File: src/rtl/beamform_v2_pkg.sv
// Shared sizing constants and the fixed beam steering table for the beamform trigger.
// Delays are in samples; beam 0 is naturally broadside (all delays zero).
package beamform_v2_pkg;
  localparam int NCHAN       = 8;
  localparam int NSAMP       = 8;
  localparam int AGC_BITS    = 5;
  localparam int THRESH_BITS = 18;
  localparam int MAX_DELAY   = 15;
  localparam int MAX_BEAMS   = 48;
  localparam int DELAY_BITS  = 4;
  localparam int HIST_SAMP   = 3 * NSAMP;
  localparam int BSUM_BITS   = 8;
  localparam int SQ_BITS     = 15;

  typedef logic [NCHAN-1:0][DELAY_BITS-1:0] beam_delay_t;

  function automatic logic [MAX_BEAMS-1:0][NCHAN-1:0][DELAY_BITS-1:0] gen_delay_table();
    logic [MAX_BEAMS-1:0][NCHAN-1:0][DELAY_BITS-1:0] t;
    for (int b = 0; b < MAX_BEAMS; b++)
      for (int c = 0; c < NCHAN; c++)
        t[b][c] = DELAY_BITS'((b * c) % (MAX_DELAY + 1));
    return t;
  endfunction

  localparam logic [MAX_BEAMS-1:0][NCHAN-1:0][DELAY_BITS-1:0] BEAM_DELAY = gen_delay_table();
endpackage

File: src/rtl/beamform_trigger_v2_beam_power.sv
// One beam: delay-select each channel from the 24-sample history, sum, square,
// and accumulate the eight squares of a word into an 18-bit power (3 register stages).
module beam_power
  import beamform_v2_pkg::*;
#(
  parameter beam_delay_t DELAYS = '0
) (
  input  logic                                    clk_i,
  input  logic                                    rst_i,
  input  logic [NCHAN-1:0][HIST_SAMP*AGC_BITS-1:0] hist_i,
  output logic [THRESH_BITS-1:0]                  power_o
);
  logic signed [BSUM_BITS-1:0] sum_d [NSAMP];
  logic signed [BSUM_BITS-1:0] sum_q [NSAMP];
  logic [SQ_BITS-1:0]          sq_d  [NSAMP];
  logic [SQ_BITS-1:0]          sq_q  [NSAMP];
  logic [THRESH_BITS-1:0]      power_d;

  // Current word occupies history samples 16..23; delay d reaches back into older words.
  always_comb begin
    for (int k = 0; k < NSAMP; k++) begin
      sum_d[k] = '0;
      for (int c = 0; c < NCHAN; c++)
        sum_d[k] = sum_d[k] + BSUM_BITS'(signed'(
          hist_i[c][(2*NSAMP + k - int'(DELAYS[c]))*AGC_BITS +: AGC_BITS]));
    end
  end

  // |sum| <= 128, so the square fits 15 bits exactly and the low bits of the product suffice.
  always_comb begin
    for (int k = 0; k < NSAMP; k++)
      sq_d[k] = SQ_BITS'(sum_q[k]) * SQ_BITS'(sum_q[k]);
  end

  always_comb begin
    power_d = '0;
    for (int k = 0; k < NSAMP; k++)
      power_d = power_d + THRESH_BITS'(sq_q[k]);
  end

  always_ff @(posedge clk_i) begin
    if (rst_i) begin
      for (int k = 0; k < NSAMP; k++) begin
        sum_q[k] <= '0;
        sq_q[k]  <= '0;
      end
      power_o <= '0;
    end else begin
      for (int k = 0; k < NSAMP; k++) begin
        sum_q[k] <= sum_d[k];
        sq_q[k]  <= sq_d[k];
      end
      power_o <= power_d;
    end
  end
endmodule

File: src/rtl/beamform_trigger_v2.sv
// Beamformed power trigger: input/history registers, NBEAMS power pipelines, and
// double-buffered (shadow/active) per-beam thresholds for the trigger and subthreshold banks.
module beamform_trigger_v2
  import beamform_v2_pkg::*;
#(
  parameter int    NBEAMS       = 2,
  parameter string ZERO_IS_FAKE = "FALSE"
) (
  input  logic                                 clk_i,
  input  logic                                 rst_i,
  input  logic [NCHAN-1:0][NSAMP*AGC_BITS-1:0] data_i,
  input  logic [2*THRESH_BITS-1:0]             thresh_i,
  input  logic [1:0]                           thresh_wr_i,
  input  logic [1:0]                           thresh_update_i,
  output logic [1:0][NBEAMS-1:0]               trigger_o
);
  localparam bit FAKE0 = (ZERO_IS_FAKE == "TRUE");

  logic [NCHAN-1:0][NSAMP*AGC_BITS-1:0]     data_r, prev1_r, prev2_r;
  logic [NCHAN-1:0][HIST_SAMP*AGC_BITS-1:0] hist;
  logic [NBEAMS-1:0][THRESH_BITS-1:0]       power;
  logic [1:0][NBEAMS-1:0][THRESH_BITS-1:0]  shadow, active;

  always_comb begin
    for (int c = 0; c < NCHAN; c++)
      hist[c] = {data_r[c], prev1_r[c], prev2_r[c]};
  end

  always_ff @(posedge clk_i) begin
    if (rst_i) begin
      data_r  <= '0;
      prev1_r <= '0;
      prev2_r <= '0;
    end else begin
      data_r  <= data_i;
      prev1_r <= data_r;
      prev2_r <= prev1_r;
    end
  end

  for (genvar b = 0; b < NBEAMS; b++) begin : g_beam
    localparam beam_delay_t DLY = (b == 0 && FAKE0) ? '0 : BEAM_DELAY[b];
    beam_power #(.DELAYS(DLY)) u_beam_power (
      .clk_i   (clk_i),
      .rst_i   (rst_i),
      .hist_i  (hist),
      .power_o (power[b])
    );
  end

  // Update samples the pre-shift shadow, so a same-cycle write is only seen by a later update.
  always_ff @(posedge clk_i) begin
    if (rst_i) begin
      shadow <= '1;
      active <= '1;
    end else begin
      for (int i = 0; i < 2; i++) begin
        if (thresh_update_i[i])
          active[i] <= shadow[i];
        if (thresh_wr_i[i]) begin
          shadow[i][NBEAMS-1] <= thresh_i[i*THRESH_BITS +: THRESH_BITS];
          for (int b = 0; b < NBEAMS - 1; b++)
            shadow[i][b] <= shadow[i][b+1];
        end
      end
    end
  end

  always_ff @(posedge clk_i) begin
    if (rst_i) begin
      trigger_o <= '0;
    end else begin
      for (int i = 0; i < 2; i++)
        for (int b = 0; b < NBEAMS; b++)
          trigger_o[i][b] <= (power[b] > active[i][b]);
    end
  end
endmodule

File: config.mk
export PLATFORM = sky130hd
export DESIGN_NAME = beamform_trigger_v2
export DESIGN_NICKNAME = d
export VERILOG_FILES = /design/src/rtl/beamform_v2_pkg.sv /design/src/rtl/beamform_trigger_v2_beam_power.sv /design/src/rtl/beamform_trigger_v2.sv
export SDC_FILE = /design/constraint.sdc
export NUM_CORES = 2
export LEC_CHECK = 0
export CAP_MARGIN = 20
export CORE_ASPECT_RATIO = 2
export CORE_MARGIN = 8
export CORE_UTILIZATION = 40
export DETAILED_ROUTE_END_ITERATION = 10
export PLACE_DENSITY = 0.66
export SLEW_MARGIN = 20
export SYNTH_ARGS = -nofsm -noshare
export SYNTH_HDL_FRONTEND = slang
export SYNTH_SLANG_ARGS = --single-unit
File: constraint.sdc
create_clock -name clk_i -period 12.9 [get_ports clk_i]
set_clock_uncertainty 0.1 [all_clocks]
set_input_delay 3.87 -clock clk_i [delete_from_list [all_inputs] [get_ports clk_i]]
set_output_delay 3.87 -clock clk_i [all_outputs]
set_load 0.05 [all_outputs]
# Word level (Yosys, flattened, before mapping)
# Memories as Yosys holds them, arrays and structs flattened.
# Cells that the tools add are included.
# word_totals
reg_bits	784
ramBits	368
in_bits	362
out_inout_bits	4
wordCells	244
memories	4
# classes
add_sub_neg	126
multipliers	16
order_cmp	4
mux	35
bitwise_logic	32
# mem_list
memory	words	word_bits	rd	rd_clocked_by_memory_dff	wr	line	source
g_beam[0].u_beam_power.sq_q	8	15	8	0	8	beamform_trigger_v2_beam_power.sv:16	logic [SQ_BITS-1:0] sq_q [NSAMP];
g_beam[1].u_beam_power.sq_q	8	15	8	0	8	beamform_trigger_v2_beam_power.sv:16	
g_beam[0].u_beam_power.sum_q	8	8	8	0	8	beamform_trigger_v2_beam_power.sv:14	logic signed [BSUM_BITS-1:0] sum_q [NSAMP];
g_beam[1].u_beam_power.sum_q	8	8	8	0	8	beamform_trigger_v2_beam_power.sv:14	
# ops
cell	count
adder 8 x 5 -> 8 bit	80
multiplier 8 x 8 -> 15 bit	16
two-way mux 15 bit	16
adder 18 x 15 -> 18 bit	12
two-way mux 8 bit	16
adder 6 x 5 -> 7 bit	16
adder 5 x 5 -> 6 bit	16
greater-than comparator 18 bit	4
adder 15 x 15 -> 16 bit	2
bitwise OR 1 bit	32
two-way mux 1 bit	3

# Depth between registers and ports, before layout
# depth
ltp_word	8
depth_mapped	21

# Cells and area by module
# From an unflattened synthesis, not the netlist that was laid out.
# hier_totals
hier_cells	9446
area_unflattened_um2	96207.3
# modules_own_cells
mod	n_inst	cells_per_inst	area_each_um2	seq_area_each_um2
beamform_trigger_v2	1	2757	32449.9	22181.3
beam_power (g_beam[0].u_beam_power)	1	3417	32094.5	3883.7
beam_power (g_beam[1].u_beam_power)	1	3272	31662.9	3883.7

# Worst setup path before layout
# Ideal clock, no wire load.
# synth_timing
path_type	flip-flop to flip-flop
from	mem g_beam[1].u_beam_power.sq_q[0][3]
to	reg g_beam[1].u_beam_power.power_o[17]
setup_time_ps	128
arrival_ps	5203
slack_ps	7470
stages_incl_launch_ff	21
path_buffers	0
period_less_slack_ps	5430
path_cell_list	dfxtp_1 > ha_1 > a21oi_2 > nor2b_1 > a311o_1 > o31ai_4 > o21ai_2 > o41a_1 > xor2_1 > fa_1 > inv_1 > fa_1 > fa_1 > fa_1 > inv_1 > ha_1 > a21o_1 > a21o_1 > a221oi_1 > xor2_1 > nor2_1
# synth_lines
item	line	source
start, declared	beamform_trigger_v2_beam_power.sv:16	
end signal, assigned	beamform_trigger_v2_beam_power.sv:53	power_o <= power_d;
end, declared	beamform_trigger_v2_beam_power.sv:11	output logic [THRESH_BITS-1:0] power_o

==> impl_metrics.tcl <==
set metrics [dict create \
    status "completed" \
    final_common_cell "inv_1" \
    synthDistinctLibCells 61 \
    cts_sinks 996 \
    cts_buffers 97 \
    initial_core_util_pct 40.2 \
    ant_nets 0 \
    fin_crit_sh_pct 46.8 \
    path_class "in -> reg" \
    path_max_fanout 99 \
    syn2layout_area_growth_pct 11.8 \
    seq_area_frac_synth_pct 24.3 \
    drtIter0Drc 2510 \
    gp_congestion 0.992 \
    rows 235 \
    overflow 0 \
    tns_ns 0 \
    place_hpwl_um 210000 \
    worstMarginPinSlew_ns 1.15 \
    boundaryPins 366 \
    crit_path_cell_trace "buf_8, buf_4, buf_4, nor3_1" \
    routed_wirelength_um 241000 \
    max_cap_violations 0 \
    rsz0062_at_grt "false" \
    slowest_delay_ns 0.94 \
    first_global_vias 60000 \
    hold_viol 0 \
    die_w_um 336 \
    h-tree-depth 3 \
    path_common_cell "buf_4" \
    yosys_register_bits 996 \
    final_util_pct 44.9 \
    syn_area_per_cell_um2 10.0 \
    core_area_um2 204000 \
    cts_tree "built" \
    postCtsSetupBuffers 0 \
    synthTopCellsByArea "fa_1 (32%), dfxtp_1 (24%), ha_1 (10%)" \
    path_delay_family "buffers and inverters" \
    dr_total_vias 53300 \
    hold_buffers 0 \
    endpoint_kind "flop" \
    wl_per_cell_um 21.4 \
    dp.cells 11100 \
    antenna_found_initial 5 \
    grt_pass1_wl_um 359000 \
    crit_path_start_kind "input port" \
    required_ns 13.33 \
    track_usage_pct 21.9 \
    finalSetupViolCount 0 \
    stdcell_count 11200 \
    grt_start_max_net_pins 212 \
    yosys_warnings 0 \
    crit_buf_inv 3 \
    via_per_inst 4.74 \
    syn_area_um2 82100 \
    crit_arrival_ns 6.46 \
    yosysTopAreaCell "fa_1" \
    ys_async_sr_fraction_pct 0 \
    finalMaxSlewViolations 0 \
    clock_latency_ns 0.76 \
    period_needed_ns 6.04 \
    drc 0 \
    portBuffers 365 \
    die_y_um 657 \
    layout_common_cells "inv_1 (1777), fa_1 (1329), dfxtp_1 (996), ha_1 (688), nor2b_1 (607)" \
    die_area_um2 221000 \
    nNetsFinal 10800 \
    netlist_instances 8182 \
    ys.flop_type "dfxtp_1" \
    holdWs_ns 0.355 \
    clock.fmax_mhz 166 \
    synth_top_area_share_pct 32.4 \
    cp_slowest_cell "buf_4" \
    relSlewSlack_pct 23.6 \
    min_path_type "reg -> reg" \
    synth_edf_count 0 \
    clk_pin_slew_ns 0.07 \
    drive_above_1_share_pct 2.67 \
    cts_resized 0 \
    dr.pass1.iters 8 \
    cts_buffer_depth 3 \
    clk_root_buffer_cell "clkbuf_16" \
    fill_cells 19300 \
]
per-stage QoR:
stage                     worst slack (ns)  area [um2]
final                                 6.86       91800
after global routing                  6.70       91800
after CTS                             6.96       91800
after detailed placement              6.21       88400
after global placement                6.28       88400
after floorplan                       7.47       82100
cells by family after synthesis:
group,count (synthesis),share of synthesized area (%)
other,2,0.00915
and+or+nand+nor,1937,12.2
xor gates and xnor gates,461,4.92
buffers and inverters,2011,9.20
muxes,89,1.09
adders and majority gates,2017,42.9
DFF,996,24.3
AOI/OAI and AO/OA,669,5.34
worst paths after layout:
check | from | to | slack, ns | cells after the start
worst min register to register | shadow[61] | active[61] | 0.35 | 2
worst min-delay path | shadow[61] | active[61] | 0.35 | 2
worst max-delay path | rst_i | g_beam[1].u_beam_power.sq_q[0][36] | 6.86 | 4
worst max register to register | g_beam[1].u_beam_power.sq_q[0][3] | g_beam[1].u_beam_power.power_o[17] | 7.00 | 20
tightest hold or removal path, stage by stage (launching register included):
cell	delay [ns]
dfxtp_1	0.32
nand2_1	0.06
o211ai_1	0.08
per-layer routing:
| metal | vias up | share of wire (%) | track usage, % |
|---|---|---|---|
| met1 | 26500 | 33 | 21.2 |
| met5 | - | 0.0054 | 0 |
| li1 | 25100 | - | - |
| met4 | 2 | 10 | 17.8 |
| met2 | 1262 | 53 | 41.2 |
| met3 | 501 | 3.8 | 2.52 |
synthesized netlist by cell type (16+ instances only):
cell type	instances
a21o_1	131
a21oi_1	228
and2_1	287
and3_1	23
clkbuf_1	223
dfxtp_1	996
fa_1	1329
ha_1	688
inv_1	1778
mux2i_1	86
nand2_1	387
nand2b_1	61
nand3_1	16
nor2_1	415
nor2b_1	607
nor3_1	61
nor3b_1	22
o211ai_1	70
o21a_1	30
o21ai_0	71
o21bai_1	27
or2_2	29
xnor2_1	309
xor2_1	152
sequential cells by signal, indices dropped and copies added, names as in the netlist:
name,flops
g_beam.u_beam_power.power_o,36
data_r,320
shadow,72
active,72
trigger_o,4
hist,140
g_beam.u_beam_power.sq_q,224
g_beam.u_beam_power.sum_q,128
cell type report:
type	count	area [um2]	area share, %
Timing Repair Buffer	377	3760	4.09
Multi-Input combinational cell	5181	54600	59.5
Sequential cell	996	19900	21.7
Tap cell	2725	3410	3.72
Clock inverter	61	787	0.858
Clock buffer	118	2570	2.80
Inverter	1778	6680	7.27
Antenna cell	5	12.5	0.0136
Power is not shown: default switching activity piles up to over one toggle a cycle in this logic, so the estimate is an artifact.
